`src/rtl/fir_seq_ctrl_pkg.sv`:
```
`default_nettype none
// +------------------------------------------------------------------+
// | fir_pkg                                                          |
// | Shared states, pattern-select encodings and stored excitations   |
// | for the FIR test-sequencing controller.                          |
// | Rev 1.0 - initial release                                        |
// +------------------------------------------------------------------+
package fir_pkg;

    typedef enum logic [2:0] {
        ST_IDLE  = 3'd0,
        ST_FLUSH = 3'd1,
        ST_DRIVE = 3'd2,
        ST_TAIL  = 3'd3,
        ST_DONE  = 3'd4
    } state_t;

    localparam logic [2:0] SEL_IMP_POS = 3'd0;
    localparam logic [2:0] SEL_IMP_NEG = 3'd1;
    localparam logic [2:0] SEL_POS100  = 3'd2;
    localparam logic [2:0] SEL_NEG100  = 3'd3;
    localparam logic [2:0] SEL_WC_MAX  = 3'd4;
    localparam logic [2:0] SEL_WC_MIN  = 3'd5;
    localparam logic [2:0] SEL_STEP    = 3'd6;
    localparam logic [2:0] SEL_ILLEGAL = 3'd7;

    localparam int c_len_single = 1;
    localparam int c_len_wc     = 7;

    localparam logic signed [7:0] c_amp_100 = 8'sd100;

    // Element k sits at bits [8k+7:8k]; the top byte pads the vector so a
    // 3-bit index never selects past the end.
    localparam logic [63:0] c_wc_max_pat =
        {8'h00, 8'h80, 8'h80, 8'h7F, 8'h7F, 8'h7F, 8'h80, 8'h80};
    localparam logic [63:0] c_wc_min_pat =
        {8'h00, 8'h7F, 8'h7F, 8'h80, 8'h80, 8'h80, 8'h7F, 8'h7F};

endpackage
`default_nettype wire

```
`src/rtl/fir_seq_ctrl_pattern_rom.sv`:
```
`default_nettype none
// +------------------------------------------------------------------+
// | fir_pattern_rom                                                  |
// | Combinational map from (pattern select, index) to (sample, last).|
// | Rev 1.0 - initial release                                        |
// +------------------------------------------------------------------+
module fir_pattern_rom
    import fir_pkg::*;
#(
    parameter int DW   = 8,
    parameter int TAPS = 7,
    parameter int KW   = 8
) (
    input  logic [2:0]    i_sel,
    input  logic [KW-1:0] i_k,
    output logic [DW-1:0] o_sample,
    output logic          o_last
);

    logic signed [7:0] w_raw;
    logic [KW-1:0]     w_len;

    always_comb begin
        w_raw = '0;
        w_len = KW'(c_len_single);
        case (i_sel)
            SEL_IMP_POS: w_raw = 8'sd1;
            SEL_IMP_NEG: w_raw = -8'sd1;
            SEL_POS100:  w_raw = c_amp_100;
            SEL_NEG100:  w_raw = -c_amp_100;
            SEL_WC_MAX: begin
                w_len = KW'(c_len_wc);
                w_raw = c_wc_max_pat[{i_k[2:0], 3'b000} +: 8];
            end
            SEL_WC_MIN: begin
                w_len = KW'(c_len_wc);
                w_raw = c_wc_min_pat[{i_k[2:0], 3'b000} +: 8];
            end
            SEL_STEP: begin
                w_len = KW'(TAPS);
                w_raw = c_amp_100;
            end
            default: ;
        endcase
        // Reading past the end of a pattern yields silence.
        if (i_k >= w_len) begin
            w_raw = '0;
        end
    end

    assign o_sample = DW'(w_raw);
    assign o_last   = (i_k >= w_len - 1'b1);

endmodule
`default_nettype wire

```
`src/rtl/fir_seq_ctrl.sv`:
```
`default_nettype none
// +------------------------------------------------------------------+
// | fir_seq_ctrl                                                     |
// | Flushes the FIR, plays a stored pattern, waits out the tail and  |
// | reports the signed min/max of the filter output.                 |
// | Rev 1.0 - initial release                                        |
// +------------------------------------------------------------------+
module fir_seq_ctrl
    import fir_pkg::*;
#(
    parameter int DW    = 8,
    parameter int YW    = 10,
    parameter int TAPS  = 7,
    parameter int LAT   = 1,
    parameter int FLUSH = 2
) (
    input  logic          clk,
    input  logic          rst,
    input  logic          start,
    input  logic [2:0]    sel,
    input  logic          abort,
    output logic          busy,
    output logic          done,
    output logic          err,
    output logic          fir_rst,
    output logic [DW-1:0] x_out,
    input  logic [YW-1:0] y_in,
    output logic [YW-1:0] y_max,
    output logic [YW-1:0] y_min,
    output logic          res_valid
);

    localparam int CW = 8;
    localparam logic [CW-1:0] c_flush_last = CW'(FLUSH - 1);
    localparam logic [CW-1:0] c_tail_last  = CW'(TAPS + LAT - 1);
    localparam logic [CW-1:0] c_lat        = CW'(LAT);

    state_t        r_state, w_state;
    logic [2:0]    r_sel, w_sel;
    logic [CW-1:0] r_cnt, w_cnt;
    logic [CW-1:0] r_idx, w_idx;
    logic [CW-1:0] r_lat_cnt, w_lat_cnt;
    logic          r_x_last, w_x_last;
    logic          r_first, w_first;
    logic          r_busy, w_busy;
    logic          r_done, w_done;
    logic          r_err, w_err;
    logic          r_fir_rst, w_fir_rst;
    logic [DW-1:0] r_x, w_x;
    logic [YW-1:0] r_y_max, w_y_max;
    logic [YW-1:0] r_y_min, w_y_min;
    logic          r_res_valid, w_res_valid;
    logic          w_in_run, w_cap;
    logic [DW-1:0] w_rom_sample;
    logic          w_rom_last;

    // r_idx always points at the next sample to load into x_out.
    fir_pattern_rom #(
        .DW   (DW),
        .TAPS (TAPS),
        .KW   (CW)
    ) u_rom (
        .i_sel    (r_sel),
        .i_k      (r_idx),
        .o_sample (w_rom_sample),
        .o_last   (w_rom_last)
    );

    always_comb begin
        w_state     = r_state;
        w_sel       = r_sel;
        w_cnt       = r_cnt;
        w_idx       = r_idx;
        w_lat_cnt   = r_lat_cnt;
        w_x_last    = r_x_last;
        w_first     = r_first;
        w_err       = r_err;
        w_res_valid = r_res_valid;
        w_y_max     = r_y_max;
        w_y_min     = r_y_min;
        w_x         = '0;
        w_fir_rst   = 1'b0;

        // Skip the first LAT run cycles so only outputs caused by the
        // pattern and its tail are captured.
        w_in_run = (r_state == ST_DRIVE) || (r_state == ST_TAIL);
        w_cap    = w_in_run && (r_lat_cnt == c_lat);
        if (w_in_run && (r_lat_cnt != c_lat)) begin
            w_lat_cnt = r_lat_cnt + 1'b1;
        end
        if (w_cap) begin
            if (r_first) begin
                w_y_max = y_in;
                w_y_min = y_in;
                w_first = 1'b0;
            end else begin
                if ($signed(y_in) > $signed(r_y_max)) w_y_max = y_in;
                if ($signed(y_in) < $signed(r_y_min)) w_y_min = y_in;
            end
        end

        case (r_state)
            ST_IDLE: begin
                if (abort) begin
                    w_res_valid = 1'b0;
                end else if (start) begin
                    w_res_valid = 1'b0;
                    if (sel == SEL_ILLEGAL) begin
                        w_state = ST_DONE;
                        w_err   = 1'b1;
                    end else begin
                        w_state   = ST_FLUSH;
                        w_err     = 1'b0;
                        w_sel     = sel;
                        w_cnt     = '0;
                        w_idx     = '0;
                        w_lat_cnt = '0;
                        w_first   = 1'b1;
                        w_fir_rst = 1'b1;
                    end
                end
            end
            ST_FLUSH: begin
                if (r_cnt == c_flush_last) begin
                    w_state  = ST_DRIVE;
                    w_x      = w_rom_sample;
                    w_x_last = w_rom_last;
                    w_idx    = r_idx + 1'b1;
                end else begin
                    w_cnt     = r_cnt + 1'b1;
                    w_fir_rst = 1'b1;
                end
            end
            ST_DRIVE: begin
                if (r_x_last) begin
                    w_state = ST_TAIL;
                    w_cnt   = '0;
                end else begin
                    w_x      = w_rom_sample;
                    w_x_last = w_rom_last;
                    w_idx    = r_idx + 1'b1;
                end
            end
            ST_TAIL: begin
                if (r_cnt == c_tail_last) begin
                    w_state     = ST_DONE;
                    w_res_valid = !r_err;
                end else begin
                    w_cnt = r_cnt + 1'b1;
                end
            end
            ST_DONE: w_state = ST_IDLE;
            default: w_state = ST_IDLE;
        endcase

        // Abort pulses the filter reset once so the next run starts clean.
        if (abort && (r_state == ST_FLUSH || w_in_run)) begin
            w_state     = ST_IDLE;
            w_fir_rst   = 1'b1;
            w_x         = '0;
            w_res_valid = 1'b0;
        end

        w_busy = (w_state == ST_FLUSH) || (w_state == ST_DRIVE) ||
                 (w_state == ST_TAIL);
        w_done = (w_state == ST_DONE);
    end

    always_ff @(posedge clk) begin
        if (!rst) begin
            r_state     <= ST_IDLE;
            r_sel       <= '0;
            r_cnt       <= '0;
            r_idx       <= '0;
            r_lat_cnt   <= '0;
            r_x_last    <= 1'b0;
            r_first     <= 1'b0;
            r_busy      <= 1'b0;
            r_done      <= 1'b0;
            r_err       <= 1'b0;
            r_fir_rst   <= 1'b1;
            r_x         <= '0;
            r_y_max     <= '0;
            r_y_min     <= '0;
            r_res_valid <= 1'b0;
        end else begin
            r_state     <= w_state;
            r_sel       <= w_sel;
            r_cnt       <= w_cnt;
            r_idx       <= w_idx;
            r_lat_cnt   <= w_lat_cnt;
            r_x_last    <= w_x_last;
            r_first     <= w_first;
            r_busy      <= w_busy;
            r_done      <= w_done;
            r_err       <= w_err;
            r_fir_rst   <= w_fir_rst;
            r_x         <= w_x;
            r_y_max     <= w_y_max;
            r_y_min     <= w_y_min;
            r_res_valid <= w_res_valid;
        end
    end

    assign busy      = r_busy;
    assign done      = r_done;
    assign err       = r_err;
    assign fir_rst   = r_fir_rst;
    assign x_out     = r_x;
    assign y_max     = r_y_max;
    assign y_min     = r_y_min;
    assign res_valid = r_res_valid;

endmodule
`default_nettype wire
```
`config.mk`:
```
export PLATFORM = sky130hd
export DESIGN_NAME = fir_seq_ctrl
export DESIGN_NICKNAME = d
export VERILOG_FILES = /design/src/rtl/fir_seq_ctrl_pkg.sv /design/src/rtl/fir_seq_ctrl_pattern_rom.sv /design/src/rtl/fir_seq_ctrl.sv
export SDC_FILE = /design/constraint.sdc
export NUM_CORES = 1
export LEC_CHECK = 0
export ABC_AREA = 1
export BUFFER_PORTS_ARGS = -buffer_cell sky130_fd_sc_hd__buf_2
export CORE_MARGIN = 1.5
export CORE_UTILIZATION = 38
export CTS_CLUSTER_SIZE = 12
export DETAILED_ROUTE_END_ITERATION = 8
export HOLD_SLACK_MARGIN = 0.03
export SYNTH_ARGS = -nofsm -noshare
export SYNTH_HDL_FRONTEND = slang
export SYNTH_SLANG_ARGS = --single-unit
```
`constraint.sdc`:
```
create_clock -name clk -period 1.75 [get_ports clk]
set_input_delay 0.0875 -clock clk [delete_from_list [all_inputs] [get_ports clk]]
set_output_delay 0.0875 -clock clk [all_outputs]
set_load 0.05 [all_outputs]
```
==> qor.tcl, run 1 <==
set qor(boundaryPins) 50
set qor(fin_cells) 749
set qor(critPathMaxStageDelay_ns) 0.36
set qor(multiplexer_share_of_the_synthesized_area) 0
set qor(grt_start_max_net_pins) 31
set qor(drt_iter0_markers) 77
set qor(tritoncts) {built}
set qor(die-height_um) 101.1
set qor(post_drt_wl_per_cell_um) 12.23
set qor(cap_viol_max_count) 0
set qor(grt_overflow_total) 0
set qor(final_number_of_hold_violating_endpoints) 0
set qor(antenna_cells) 0
set qor(synth_cell_types) 42
set qor(layout-drive-gt1-share) 0.3839
set qor(clkSlewWorstSetupHoldPaths_ns) 0.07
set qor(postSynthAreaPerCell_um2) 6.898
set qor(placeableCoreArea_mm2) 0.009284
set qor(number_of_global_route_vias_before_repair) 3170
set qor(timing.critical_path.fanout_max) 5
set qor(post_synth_fa_ha_maj_area_fraction) 0.09240
set qor(slowest_stage) {sky130_fd_sc_hd__dfxtp_4}
set qor(multi_input_area_mm2) 0.002464
set qor(antenna_found_initial) 0
set qor(drt-vias-per-instance) 4.814
set qor(fillCellCount) 874
set qor(die_width_um) 101.1
set qor(synthesis.instances) 530
set qor(floorplan.rows) 35
set qor(tightestPinTransition_ns) 0.3939
set qor(maxSlewViolCount) 0
set qor(period_share) 0.9958
set qor(netlist.top_cell.by_area) {sky130_fd_sc_hd__dfxtp_1}
set qor(p_total_mw) 3.380
set qor(cts_buffers) 9
set qor(worstPathRequired_ns) 1.99
set qor(r2r_cells) 11
set qor(dp_hpwl_um) 6213
set qor(final_cell_area_mm2) 0.005084
set qor(worst-setup-path-type) {reg2reg}
set qor(placement.cell_area_mm2) 0.004245
set qor(min_path_type) {in2reg}
set qor(ctsHtreeMaxLevel) 3
set qor(rr_startpoint) {y_min[7]$_SDFFE_PN0P_}
set qor(synth_nets) 574
set qor(synth_top_cell_area_share) 0.3450
set qor(synth_xor_xnor_area_share) 0.02156
set qor(holdCritStartpoint) {sel[0]}
set qor(flow.area_growth_from_synthesis_pct) 39.05
set qor(ys_seq_elements) 63
set qor(min_period_ns) 1.743
set qor(vdd.ir_drop.worst_v) 0.0004111
set qor(yosys-top-cells-area) {sky130_fd_sc_hd__dfxtp_1, sky130_fd_sc_hd__nand2_1, sky130_fd_sc_hd__ha_1}
set qor(startpoint_type) {register}
set qor(cellPowerDensity_mw_per_mm2) 664.8
set qor(drc) 0
set qor(initial_core_utilization) 0.3938
set qor(synthArstFlopShare) 0
set qor(rsz0062_at_grt) {true}
set qor(postRouteWirelength_um) 9164
set qor(numPortBuffers) 49
set qor(layout.area.seq_mm2) 0.001315
set qor(synth_flop_cell) {sky130_fd_sc_hd__dfxtp_1}
set qor(dp_cells) 718
set qor(crit_arrival_ns) 1.98
set qor(drt_first_pass_iters) 4
set qor(ys.warnings.count) 0
set qor(gp_congestion) 0.8405
set qor(worstSkewPairLatency_ns) 0.34
set qor(via_count) 3606
set qor(clock_path_buffers) 2
set qor(holdPathEnd) {r_sel[0]$_SDFFE_PN0P_}
set qor(synth_seq_area_share) 0.3450
set qor(die_area_mm2) 0.01022
set qor(clock.fmax_ghz) 0.5739
set qor(rrSetupSlack_ns) 0.007
set qor(synth_compound_gate_area_share) 0.1030
set qor(cts.sinks) 63
set qor(timing.hold.ws_ns) 0.03096
set qor(worst_setup_path_startpoint) {y_min[7]$_SDFFE_PN0P_}
set qor(ordered_list_of_cells_on_the_worst_path) {inv_2, ha_4, nand2_2, nor2_4, nand3_2, nand4_1, nand3_4, nand2_4, clkinvlp_4, nor2_1, nor2_1}
set qor(fin_nets) 659
set qor(crit_end_element) {register}
set qor(grtUsageTotal) 0.1713
set qor(static-leakage-power_nw) 2.236
set qor(relSlewSlack) 0.7354
set qor(postRouteAntennaNets) 0
set qor(status) {finished, final reports clean}
set qor(critical-path-top-cell-by-count) {sky130_fd_sc_hd__nor2_1}
set qor(grt_pass1_wl_um) 13940
set qor(dominant_combinational_cell_family_by_area_after_synthesis) {simple AND/OR/NAND/NOR gates}
set qor(worst_clock_skew_ns) 0.008041
set qor(r2r-end) {y_min[6]$_SDFFE_PN0P_}
set qor(cts_root_buf) {sky130_fd_sc_hd__clkbuf_8}
set qor(min_delay_path_depth) 3
set qor(synth_simple_gate_area_share) 0.3309
set qor(dp_slack_ns) -0.005437
set qor(netlist_area_mm2) 0.003656
set qor(synth_enable_flop_cells) 0
set qor(least_setup_slack_across_all_paths_after_layout_ns) 0.007397
set qor(finalSetupViolations) 0
==> cell usage in the layout (no fill, tap or decap), types with 2 or more instances in the layout <==
master and n:
sky130_fd_sc_hd__nand3b_1 3, sky130_fd_sc_hd__a21oi_2 7, sky130_fd_sc_hd__nand2_1 92, sky130_fd_sc_hd__buf_12 3
sky130_fd_sc_hd__o21ai_0 17, sky130_fd_sc_hd__inv_1 60, sky130_fd_sc_hd__xnor2_1 4, sky130_fd_sc_hd__nor3b_2 2
sky130_fd_sc_hd__nand3_1 30, sky130_fd_sc_hd__nor3_1 5, sky130_fd_sc_hd__clkbuf_16 2, sky130_fd_sc_hd__xor2_1 5
sky130_fd_sc_hd__or2_2 3, sky130_fd_sc_hd__ha_4 16, sky130_fd_sc_hd__a211oi_1 3, sky130_fd_sc_hd__clkbuf_8 13
sky130_fd_sc_hd__o21ai_1 3, sky130_fd_sc_hd__ha_1 11, sky130_fd_sc_hd__a21oi_1 27, sky130_fd_sc_hd__buf_4 30
sky130_fd_sc_hd__dfxtp_1 38, sky130_fd_sc_hd__nand3_2 11, sky130_fd_sc_hd__buf_6 3, sky130_fd_sc_hd__nor2_2 11
sky130_fd_sc_hd__nor3_2 2, sky130_fd_sc_hd__nand2_4 4, sky130_fd_sc_hd__inv_2 17, sky130_fd_sc_hd__inv_4 2
sky130_fd_sc_hd__nand4_1 12, sky130_fd_sc_hd__clkinvlp_4 2, sky130_fd_sc_hd__nor2_1 61, sky130_fd_sc_hd__nand2_2 17
sky130_fd_sc_hd__dfxtp_2 16, sky130_fd_sc_hd__nor2_4 9, sky130_fd_sc_hd__dfxtp_4 9, sky130_fd_sc_hd__buf_2 49
==> synth_stat cells, types with 2 or more instances <==
cell type,count
sky130_fd_sc_hd__o21ai_0,19
sky130_fd_sc_hd__clkbuf_1,2
sky130_fd_sc_hd__nand2_1,111
sky130_fd_sc_hd__xnor2_1,4
sky130_fd_sc_hd__nand2_2,2
sky130_fd_sc_hd__nor3b_1,2
sky130_fd_sc_hd__a211oi_1,3
sky130_fd_sc_hd__buf_2,6
sky130_fd_sc_hd__inv_2,4
sky130_fd_sc_hd__buf_1,2
sky130_fd_sc_hd__nor3_1,7
sky130_fd_sc_hd__ha_1,27
sky130_fd_sc_hd__nor2_4,3
sky130_fd_sc_hd__nand4_1,12
sky130_fd_sc_hd__or2_2,3
sky130_fd_sc_hd__buf_4,3
sky130_fd_sc_hd__nor2_2,7
sky130_fd_sc_hd__xor2_1,5
sky130_fd_sc_hd__buf_6,2
sky130_fd_sc_hd__nand3_1,42
sky130_fd_sc_hd__nor2_1,71
sky130_fd_sc_hd__nand3b_1,3
sky130_fd_sc_hd__a21oi_1,35
sky130_fd_sc_hd__dfxtp_1,63
sky130_fd_sc_hd__inv_1,75
==> kinds of logic after synthesis <==
group,count (synthesis)
AO/OA/AOI/OAI,68
XOR/XNOR,9
adder cells (fa/ha/maj),27
buffers and inverters,95
flip-flops,63
AND/OR/NAND/NOR,268
==> routing by layer <==
layer  vias up  global-route usage  part of all wire
met5         -                   0                 0
met4         0             0.06944             0.027
met3        19             0.03745             0.032
met2        63              0.2865              0.49
met1      1650              0.2132              0.45
li1       1874                   -                 -
==> stage by stage <==
step	TNS (ns)	util
after floorplan	0	-
after global placement	0	0.4573
after detailed placement	-0.008368	0.4573
after CTS	0	0.4811
after global routing	-0.8846	0.5476
final	0	0.5476
==> registers in the layout, summed over array words and instances, names as in the netlist <==
name	cells
y_max	10
err	1
r_first	1
r_lat_cnt	8
y_min	10
res_valid	1
busy	1
x_out	6
fir_rst	1
done	1
r_sel	3
r_idx	8
r_cnt	8
r_x_last	1
r_state	3
==> report_power, final <==
part           switching (mW)  internal (mW)  leakage [nW]
combinational           0.395          0.268          1.61
sequential             0.0246           1.46         0.525
clock                   0.568          0.668        0.0987
==> area by class of cell <==
class,instances,area share
clock inverters,2,0.002461
inverters,79,0.05932
clock buffers,14,0.03593
well taps,129,0.03175
multi-input cells,372,0.4846
repair inverters,1,0.001477
flip-flops and latches,63,0.2587
repair buffers,89,0.1258
==> critical path, delay by kind of cell (launching register included) <==
| family | cells | cell delay [ns] |
|---|---|---|
| AND/OR/NAND/NOR | 8 | 0.83 |
| adder cells (fa/ha/maj) | 1 | 0.28 |
| buffers and inverters | 2 | 0.18 |
| flip-flops | 1 | 0.36 |
==> worst max-delay path by stage <==
stage / cells after the start / to / slack [ns]
5_1_grt: 11 / y_min[6]$_SDFFE_PN0P_ / -0.08
6_report: 11 / y_min[6]$_SDFFE_PN0P_ / 0.007
3_5_place_dp: 12 / y_max[2]$_SDFFE_PN0P_ / -0.005
2_1_floorplan: 12 / y_max[0]$_SDFFE_PN0P_ / 0.004
4_1_cts: 12 / y_max[2]$_SDFFE_PN0P_ / 0.007
3_3_place_gp: 12 / y_min[7]$_SDFFE_PN0P_ / 0.04
==> repair_timing <==
action | 4_1_cts | 5_1_grt
pin swaps | 1 | 45
gates cloned | 0 | 5
buffers inserted | 0 | 9
endpoints found under the setup margin | 11 | 50
gates resized for setup | 6 | 107
hold buffers | 1 | 0
endpoints found under the hold margin | 1 | 0
(Power assumes the default switching activity.)
==> run 2, diff against run 1 <==
--- a/config.mk
+++ b/config.mk
@@ -5,13 +5,15 @@
 export SDC_FILE = /design/constraint.sdc
 export NUM_CORES = 1
 export LEC_CHECK = 0
-export ABC_AREA = 1
+export ABC_AREA = 0
 export BUFFER_PORTS_ARGS = -buffer_cell sky130_fd_sc_hd__buf_2
+export CORE_ASPECT_RATIO = 1.75
 export CORE_MARGIN = 1.5
 export CORE_UTILIZATION = 38
 export CTS_CLUSTER_SIZE = 12
 export DETAILED_ROUTE_END_ITERATION = 8
 export HOLD_SLACK_MARGIN = 0.03
+export RECOVER_POWER = 25
 export SYNTH_ARGS = -nofsm -noshare
 export SYNTH_HDL_FRONTEND = slang
 export SYNTH_SLANG_ARGS = --single-unit
==> qor.tcl, run 2 <==
set qor(status) {finished with violations}
set qor(violations) {negative setup slack}
set qor(rsz0062_at_grt) {true}
set qor(min_delay_path_depth) 3 ;# unchanged
set qor(synthesis.instances) 423 ;# -20%
set qor(antenna_cells) 0 ;# unchanged
set qor(drt-vias-per-instance) 5.233 ;# +8.7%
set qor(worst_clock_skew_ns) 0.009600 ;# +0.001558 ns
set qor(via_count) 3590 ;# -0.44%
set qor(drt_iter0_markers) 121 ;# +57%
set qor(antenna_found_initial) 0 ;# unchanged
set qor(crit_arrival_ns) 2.23 ;# +0.25 ns
set qor(cts_buffers) 9 ;# unchanged
set qor(tightestPinTransition_ns) 0.6393 ;# +0.2454 ns
set qor(least_setup_slack_across_all_paths_after_layout_ns) -0.2240 ;# -0.2314 ns
set qor(multiplexer_share_of_the_synthesized_area) 0.07551 ;# +0.07551
set qor(worstPathRequired_ns) 2.01 ;# +0.02 ns
set qor(post_synth_fa_ha_maj_area_fraction) 0.09629 ;# +0.003891
set qor(p_total_mw) 3.832 ;# +13%
set qor(postSynthAreaPerCell_um2) 8.540 ;# +24%
set qor(synth_enable_flop_cells) 0 ;# unchanged
set qor(yosys.cell_count.top_type) {sky130_fd_sc_hd__dfxtp_1}
set qor(timing.critical_path.fanout_max) 7 ;# +2
set qor(critPathBufInv) 2 ;# unchanged
set qor(clock.fmax_ghz) 0.5066 ;# -12%
set qor(fillCellCount) 801 ;# -8.4%
set qor(static-leakage-power_nw) 2.299 ;# +2.8%
set qor(dominant_combinational_cell_family_by_area_after_synthesis) {simple AND/OR/NAND/NOR gates}
set qor(ys_seq_elements) 63 ;# unchanged
set qor(synth_cell_types) 58 ;# +38%
set qor(r2r-end) {y_min[2]$_SDFFE_PN0P_}
set qor(synth_xor_xnor_area_share) 0.02425 ;# +0.002686
set qor(grt_start_max_net_pins) 39 ;# +26%
set qor(die-height_um) 132.0 ;# +31%
set qor(r2r_cells) 8 ;# -3
set qor(crit_end_element) {register}
set qor(initial_core_utilization) 0.3947 ;# +0.0009219
set qor(layout-drive-gt1-share) 0.4488 ;# +0.06489
set qor(cts.sinks) 63 ;# unchanged
set qor(cap_viol_max_count) 0 ;# unchanged
set qor(synth_simple_gate_area_share) 0.2331 ;# -0.09782
set qor(post_drt_wl_per_cell_um) 14.78 ;# +21%
set qor(dp_cells) 652 ;# -9.2%
set qor(critPathMaxStageDelay_ns) 0.37 ;# about the same
set qor(synth_nets) 467 ;# -19%
set qor(layout_utilization) 0.6027 ;# +0.05511
set qor(vdd.ir_drop.worst_v) 0.0006239 ;# +52%
set qor(cts_root_buf) {sky130_fd_sc_hd__clkbuf_16}
set qor(placeableCoreArea_mm2) 0.009151 ;# -1.4%
set qor(numPortBuffers) 49 ;# unchanged
set qor(drt_first_pass_iters) 4 ;# unchanged
set qor(postRouteWirelength_um) 10140 ;# +11%
set qor(postRouteAntennaNets) 0 ;# unchanged
set qor(grtUsageTotal) 0.2006 ;# +0.02934
set qor(slowest_stage) {sky130_fd_sc_hd__a2111o_1}
set qor(rr_startpoint) {y_min[7]$_SDFFE_PN0P_}
set qor(most-common-layout-cells) {sky130_fd_sc_hd__buf_4, sky130_fd_sc_hd__nand2_1, sky130_fd_sc_hd__dfxtp_1}
set qor(worst-setup-path-type) {reg2reg}
set qor(dp_hpwl_um) 7308 ;# +18%
set qor(cellPowerDensity_mw_per_mm2) 694.8 ;# +4.5%
set qor(grt_overflow_total) 0 ;# unchanged
set qor(ctsHtreeMaxLevel) 3 ;# unchanged
set qor(boundaryPins) 50 ;# unchanged
set qor(final_number_of_hold_violating_endpoints) 0 ;# unchanged
set qor(critical_path.top_delay_family) {compound AO/OA/AOI/OAI gates}
set qor(final_cell_area_mm2) 0.005515 ;# +8.5%
set qor(netlist.top_cell.by_area) {sky130_fd_sc_hd__dfxtp_1}
set qor(maxSlewViolCount) 0 ;# unchanged
set qor(finalSetupViolations) 25 ;# +25
set qor(synthArstFlopShare) 0 ;# unchanged
set qor(floorplan.rows) 46 ;# +31%
set qor(min_period_ns) 1.974 ;# +0.2314 ns
set qor(netlist_area_mm2) 0.003612 ;# -1.2%
set qor(holdCritStartpoint) {y_in[8]}
set qor(placement.cell_area_mm2) 0.004647 ;# +9.5%
set qor(startpoint_type) {register}
set qor(synth_flop_cell) {sky130_fd_sc_hd__dfxtp_1}
set qor(yosys-top-cells-area) {sky130_fd_sc_hd__dfxtp_1, sky130_fd_sc_hd__ha_1, sky130_fd_sc_hd__mux2i_1}
set qor(gp_congestion) 0.8409 ;# about the same
set qor(number_of_global_route_vias_before_repair) 3558 ;# +12%
set qor(min_path_type) {in2reg}
set qor(setup_tns_ns) -2.328 ;# -2.328 ns
set qor(relSlewSlack) 0.5756 ;# -0.1598
set qor(tritoncts) {built}
set qor(worstSkewPairLatency_ns) 0.34 ;# about the same
set qor(synth_seq_area_share) 0.3492 ;# +0.004182
set qor(clkSlewWorstSetupHoldPaths_ns) 0.06 ;# about the same
set qor(final_common_cell) {sky130_fd_sc_hd__buf_4}
set qor(die_width_um) 76.70 ;# -24%
set qor(grt_pass1_wl_um) 16200 ;# +16%
set qor(fin_cells) 686 ;# -8.4%
set qor(ys.warnings.count) 0 ;# unchanged
set qor(flow.area_growth_from_synthesis_pct) 52.68
set qor(synth_compound_gate_area_share) 0.1611 ;# +0.05806
set qor(ys_top_cells_by_count) {sky130_fd_sc_hd__dfxtp_1, sky130_fd_sc_hd__nand2_1, sky130_fd_sc_hd__inv_1}
set qor(ordered_list_of_cells_on_the_worst_path) {inv_2, ha_4, a21oi_2, nand2_1, a2111o_1, a221oi_2, buf_4, mux2i_1}
set qor(period_share) 1.128 ;# +0.1322
set qor(rrSetupSlack_ns) -0.22 ;# -0.23 ns
set qor(die_area_mm2) 0.01012 ;# -0.94%
set qor(fin_nets) 605 ;# -8.2%
set qor(holdPathEnd) {y_max[8]$_SDFFE_PN0P_}
set qor(clock_path_buffers) 2 ;# unchanged
set qor(drc) 0 ;# unchanged
set qor(synth_top_cell_area_share) 0.3492 ;# +0.004182
==> run 2: cell types whose count changed after synthesis, sizes merged, moves of 9 or more <==
cell	before	now
a21oi	35	18
mux2i	0	25
nand3	42	13
nand2	113	56
nor2	82	27
and3	0	9
inv	79	34
==> run 2: cells by family (layout without fill, tap and decap cells) <==
| group | after synthesis | in the layout |
|---|---|---|
| AND/OR/NAND/NOR | 161 | 161 |
| AO/OA/AOI/OAI | 81 | 81 |
| flip-flops | 63 | 63 |
| buffers and inverters | 54 | 197 |
| adder cells (fa/ha/maj) | 28 | 28 |
| multiplexers | 26 | 26 |
| XOR/XNOR | 10 | 10 |
==> run 2: through the flow <==
| step | worst slack, ns | hold WS [ns] |
|---|---|---|
| 2_1_floorplan | -0.1821 | 0.2385 |
| 3_3_place_gp | -0.1335 | 0.3805 |
| 3_5_place_dp | -0.1991 | 0.3880 |
| 4_1_cts | -0.2143 | 0.04110 |
| 5_1_grt | -0.2939 | 0.05919 |
| 6_report | -0.2240 | 0.05179 |
==> run 2: worst min-delay path: stages <==
cell and delay [ns]:
sky130_fd_sc_hd__buf_2 0.12, sky130_fd_sc_hd__nand2_1 0.08, sky130_fd_sc_hd__mux2i_1 0.06
==> run 2: layout make-up <==
class / count / area [um2] / share of cell area
Multi-Input combinational cell: 306 / 2566 / 0.4653
Clock buffer: 12 / 289.0 / 0.05240
Timing Repair Buffer: 147 / 1013 / 0.1838
Tap cell: 120 / 150.1 / 0.02722
Clock inverter: 4 / 32.53 / 0.005898
Inverter: 34 / 136.4 / 0.02473
Sequential cell: 63 / 1328 / 0.2407
==> run 2: power by group <==
| part | switching [mW] | internal (mW) |
|---|---|---|
| logic | 0.291 | 0.234 |
| clock network | 0.678 | 1.18 |
| registers | 0.0159 | 1.44 |
==> run 2: per-layer routing <==
layer,GRT usage,wire (um)
met4,0.08848,330
met1,0.1891,3740
met3,0.04291,234
met5,0,0
met2,0.3992,5834
==> run 2: worst max-delay path by stage <==
stage,startpoint,cells past startpoint,end
2_1_floorplan,y_min[7]$_SDFFE_PN0P_,8,y_min[2]$_SDFFE_PN0P_
4_1_cts,y_min[7]$_SDFFE_PN0P_,8,y_min[3]$_SDFFE_PN0P_
3_3_place_gp,y_min[7]$_SDFFE_PN0P_,8,y_min[3]$_SDFFE_PN0P_
3_5_place_dp,y_min[7]$_SDFFE_PN0P_,8,y_min[3]$_SDFFE_PN0P_
5_1_grt,y_min[7]$_SDFFE_PN0P_,8,y_min[5]$_SDFFE_PN0P_
6_report,y_min[7]$_SDFFE_PN0P_,8,y_min[2]$_SDFFE_PN0P_
==> run 2: timing repair <==
item	4_1_cts	5_1_grt
hold endpoints to repair	1	0
setup buffers	6	14
setup endpoints to repair	52	40
pin swaps	23	30
hold buffers	1	0
gates resized for setup	42	60
cloned	0	0
==> run 3, diff against run 2 <==
--- a/config.mk
+++ b/config.mk
@@ -8,7 +8,7 @@
 export ABC_AREA = 0
 export BUFFER_PORTS_ARGS = -buffer_cell sky130_fd_sc_hd__buf_2
 export CORE_ASPECT_RATIO = 1.75
-export CORE_MARGIN = 1.5
+export CORE_MARGIN = 1
 export CORE_UTILIZATION = 38
 export CTS_CLUSTER_SIZE = 12
 export DETAILED_ROUTE_END_ITERATION = 8
==> qor.tcl, run 3 (synthesis gave the netlist of run 2 again) <==
set qor(flow.area_growth_from_synthesis_pct) 55.01
set qor(r2r_cells) 8 ;# unchanged
set qor(holdPathEnd) {r_sel[0]$_SDFFE_PN0P_}
set qor(layout.area.seq_mm2) 0.001324 ;# -0.28%
set qor(postRouteWirelength_um) 10490 ;# +3.4%
set qor(critPathMaxStageDelay_ns) 0.37 ;# about the same
set qor(rsz0062_at_grt) {true}
set qor(gp_congestion) 0.8740 ;# +3.9%
set qor(die_area_mm2) 0.009915 ;# -2.1%
set qor(worstPathRequired_ns) 2.01 ;# about the same
set qor(numPortBuffers) 49 ;# unchanged
set qor(die-height_um) 131.0 ;# -0.76%
set qor(post_drt_wl_per_cell_um) 15.29 ;# +3.4%
set qor(fin_cells) 686 ;# unchanged
set qor(timing.hold.ws_ns) 0.05014 ;# -0.001651 ns
set qor(rr_startpoint) {y_min[7]$_SDFFE_PN0P_}
set qor(rrSetupSlack_ns) -0.18 ;# +0.04 ns
set qor(grt_start_max_net_pins) 36 ;# -7.7%
set qor(antenna_found_initial) 0 ;# unchanged
set qor(antenna_cells) 0 ;# unchanged
set qor(final_cell_area_mm2) 0.005599 ;# +1.5%
set qor(placeableCoreArea_mm2) 0.009151 ;# unchanged
set qor(crit_arrival_ns) 2.19 ;# -0.04 ns
set qor(final_common_cell) {sky130_fd_sc_hd__buf_4}
set qor(die_width_um) 75.70 ;# -1.3%
set qor(ctsHtreeMaxLevel) 3 ;# unchanged
set qor(fillCellCount) 753 ;# -6.0%
set qor(vdd.ir_drop.worst_v) 0.0006735 ;# +7.9%
set qor(initial_core_utilization) 0.3947 ;# unchanged
set qor(dp_cells) 658 ;# +0.92%
set qor(period_share) 1.103 ;# -0.02512
set qor(r2r-end) {y_min[6]$_SDFFE_PN0P_}
set qor(via_count) 3588 ;# -0.056%
set qor(postRouteAntennaNets) 0 ;# unchanged
set qor(holdCritStartpoint) {sel[0]}
set qor(drt_first_pass_iters) 4 ;# unchanged
set qor(slowest_stage) {sky130_fd_sc_hd__a2111o_1}
set qor(static-leakage-power_nw) 2.365 ;# +2.8%
set qor(clock_path_buffers) 2 ;# unchanged
set qor(crit_end_element) {register}
set qor(violations) {negative setup slack}
set qor(startpoint_type) {register}
set qor(grt_pass1_wl_um) 15890 ;# -1.9%
set qor(dp_slack_ns) -0.1974 ;# +0.001619 ns
set qor(number_of_global_route_vias_before_repair) 3544 ;# -0.39%
set qor(clkSlewWorstSetupHoldPaths_ns) 0.05 ;# about the same
set qor(boundaryPins) 50 ;# unchanged
set qor(floorplan.rows) 46 ;# unchanged
set qor(least_setup_slack_across_all_paths_after_layout_ns) -0.1800 ;# +0.04396 ns
set qor(min_path_type) {in2reg}
set qor(ordered_list_of_cells_on_the_worst_path) {inv_2, ha_4, a21oi_2, nand2_1, a2111o_1, a221oi_2, buf_4, mux2i_1}
set qor(status) {finished with violations}
set qor(cellPowerDensity_mw_per_mm2) 729.5 ;# +5.0%
set qor(grt_overflow_total) 0 ;# unchanged
set qor(worstSkewPairLatency_ns) 0.34 ;# about the same
set qor(tightestPinTransition_ns) 0.6803 ;# +0.04101 ns
set qor(tritoncts) {built}
set qor(finalSetupViolations) 31 ;# +24%
set qor(dp_hpwl_um) 7584 ;# +3.8%
set qor(cap_viol_max_count) 0 ;# unchanged
set qor(placement.cell_area_mm2) 0.004692 ;# +0.97%
set qor(maxSlewViolCount) 0 ;# unchanged
set qor(most-common-layout-cells) {sky130_fd_sc_hd__buf_4, sky130_fd_sc_hd__nand2_1, sky130_fd_sc_hd__dfxtp_1}
set qor(timing.critical_path.fanout_max) 3 ;# -4
set qor(fin_nets) 605 ;# unchanged
set qor(drc) 0 ;# unchanged
set qor(min_period_ns) 1.930 ;# -0.04396 ns
set qor(setup_tns_ns) -2.587 ;# -0.2587 ns
set qor(cts_root_buf) {sky130_fd_sc_hd__clkbuf_16}
set qor(grtUsageTotal) 0.2174 ;# +0.01684
set qor(drt-vias-per-instance) 5.230 ;# about the same
set qor(multi_input_area_mm2) 0.002634 ;# +2.6%
set qor(drt_iter0_markers) 138 ;# +14%
set qor(cts.sinks) 63 ;# unchanged
set qor(relSlewSlack) 0.5484 ;# -0.02722
set qor(holdBufCountCts) 0 ;# -1
set qor(clock.fmax_ghz) 0.5181 ;# +2.3%
set qor(min_delay_path_depth) 3 ;# unchanged
set qor(worst_clock_skew_ns) 0.007832 ;# -0.001767 ns
set qor(cts_buffers) 9 ;# unchanged
set qor(layout-drive-gt1-share) 0.4558 ;# +0.007067
set qor(worst-setup-path-type) {reg2reg}
set qor(final_number_of_hold_violating_endpoints) 0 ;# unchanged
[run 3: cell types whose count changed in the layout (fill, tap and decap cells not counted), moves of 2 or more]
cell                         before  now
sky130_fd_sc_hd__bufinv_16        0    3
sky130_fd_sc_hd__inv_2            9   12
sky130_fd_sc_hd__o311ai_0         3    0
sky130_fd_sc_hd__a21oi_1         11   13
sky130_fd_sc_hd__a21oi_2          7    5
sky130_fd_sc_hd__clkbuf_16       11    9
sky130_fd_sc_hd__clkinv_2         0    2
sky130_fd_sc_hd__clkinvlp_4       3    1
sky130_fd_sc_hd__ha_1            14   12
sky130_fd_sc_hd__ha_4            13   15
sky130_fd_sc_hd__nand3_2          0    2
sky130_fd_sc_hd__o311ai_4         0    2
sky130_fd_sc_hd__o41ai_1          3    1
[run 3: area by class of cell]
| type | instances | share of cell area |
|---|---|---|
| Clock buffer | 9 | 0.04022 |
| Timing Repair Buffer | 147 | 0.1830 |
| Inverter | 34 | 0.02324 |
| Clock inverter | 7 | 0.01989 |
| Sequential cell | 63 | 0.2364 |
| Tap cell | 120 | 0.02682 |
| Multi-Input combinational cell | 306 | 0.4704 |
[run 3: repair_timing]
action	in CTS	in global routing
hold endpoints to repair	0	0
setup buffers	5	10
setup endpoints to repair	54	47
resized for setup	46	61
gates cloned	0	0
pin swaps	23	18
[run 3: metal layers]
metal  part of all wire  vias up  track usage
li1                   -     1782            -
met1               0.37     1713       0.2096
met2               0.56       72       0.4044
met3              0.035       21      0.05138
met4              0.033        0       0.1264
met5                  0        -            0
[run 3: how the worst max path moves through the flow]
stage / start / to / slack, ns / cells past startpoint
global placement: r_state[1]$_SDFF_PN0_ / r_idx[2]$_SDFFE_PN0P_ / -0.12 / 5
finish: y_min[7]$_SDFFE_PN0P_ / y_min[6]$_SDFFE_PN0P_ / -0.18 / 8
global route: y_min[7]$_SDFFE_PN0P_ / y_min[0]$_SDFFE_PN0P_ / -0.29 / 8
CTS: y_min[7]$_SDFFE_PN0P_ / y_min[3]$_SDFFE_PN0P_ / -0.20 / 8
detailed placement: y_min[7]$_SDFFE_PN0P_ / y_min[3]$_SDFFE_PN0P_ / -0.20 / 8
floorplan: y_min[7]$_SDFFE_PN0P_ / y_min[2]$_SDFFE_PN0P_ / -0.18 / 8
[run 3: stage by stage]
stage               total power [mW]    util
finish                         4.085  0.6118
global route                   4.230  0.6118
CTS                            4.040  0.5756
detailed placement             1.942  0.5127
global placement               1.930  0.5127
floorplan                      1.751       -
[run 3: where the power goes]
group | internal, mW | switching [mW]
combinational | 0.254 | 0.312
sequential | 1.44 | 0.0174
clock | 1.38 | 0.683
total | 3.07 | 1.01
[run 3: worst max-delay path, delay by kind of cell (launching register included)]
| family | cells | cell delay (ns) |
|---|---|---|
| and+or+nand+nor | 1 | 0.06 |
| DFF | 1 | 0.34 |
| muxes | 1 | 0.18 |
| buffers and inverters | 2 | 0.24 |
| AOI/OAI and AO/OA | 3 | 0.82 |
| adders and majority gates | 1 | 0.22 |
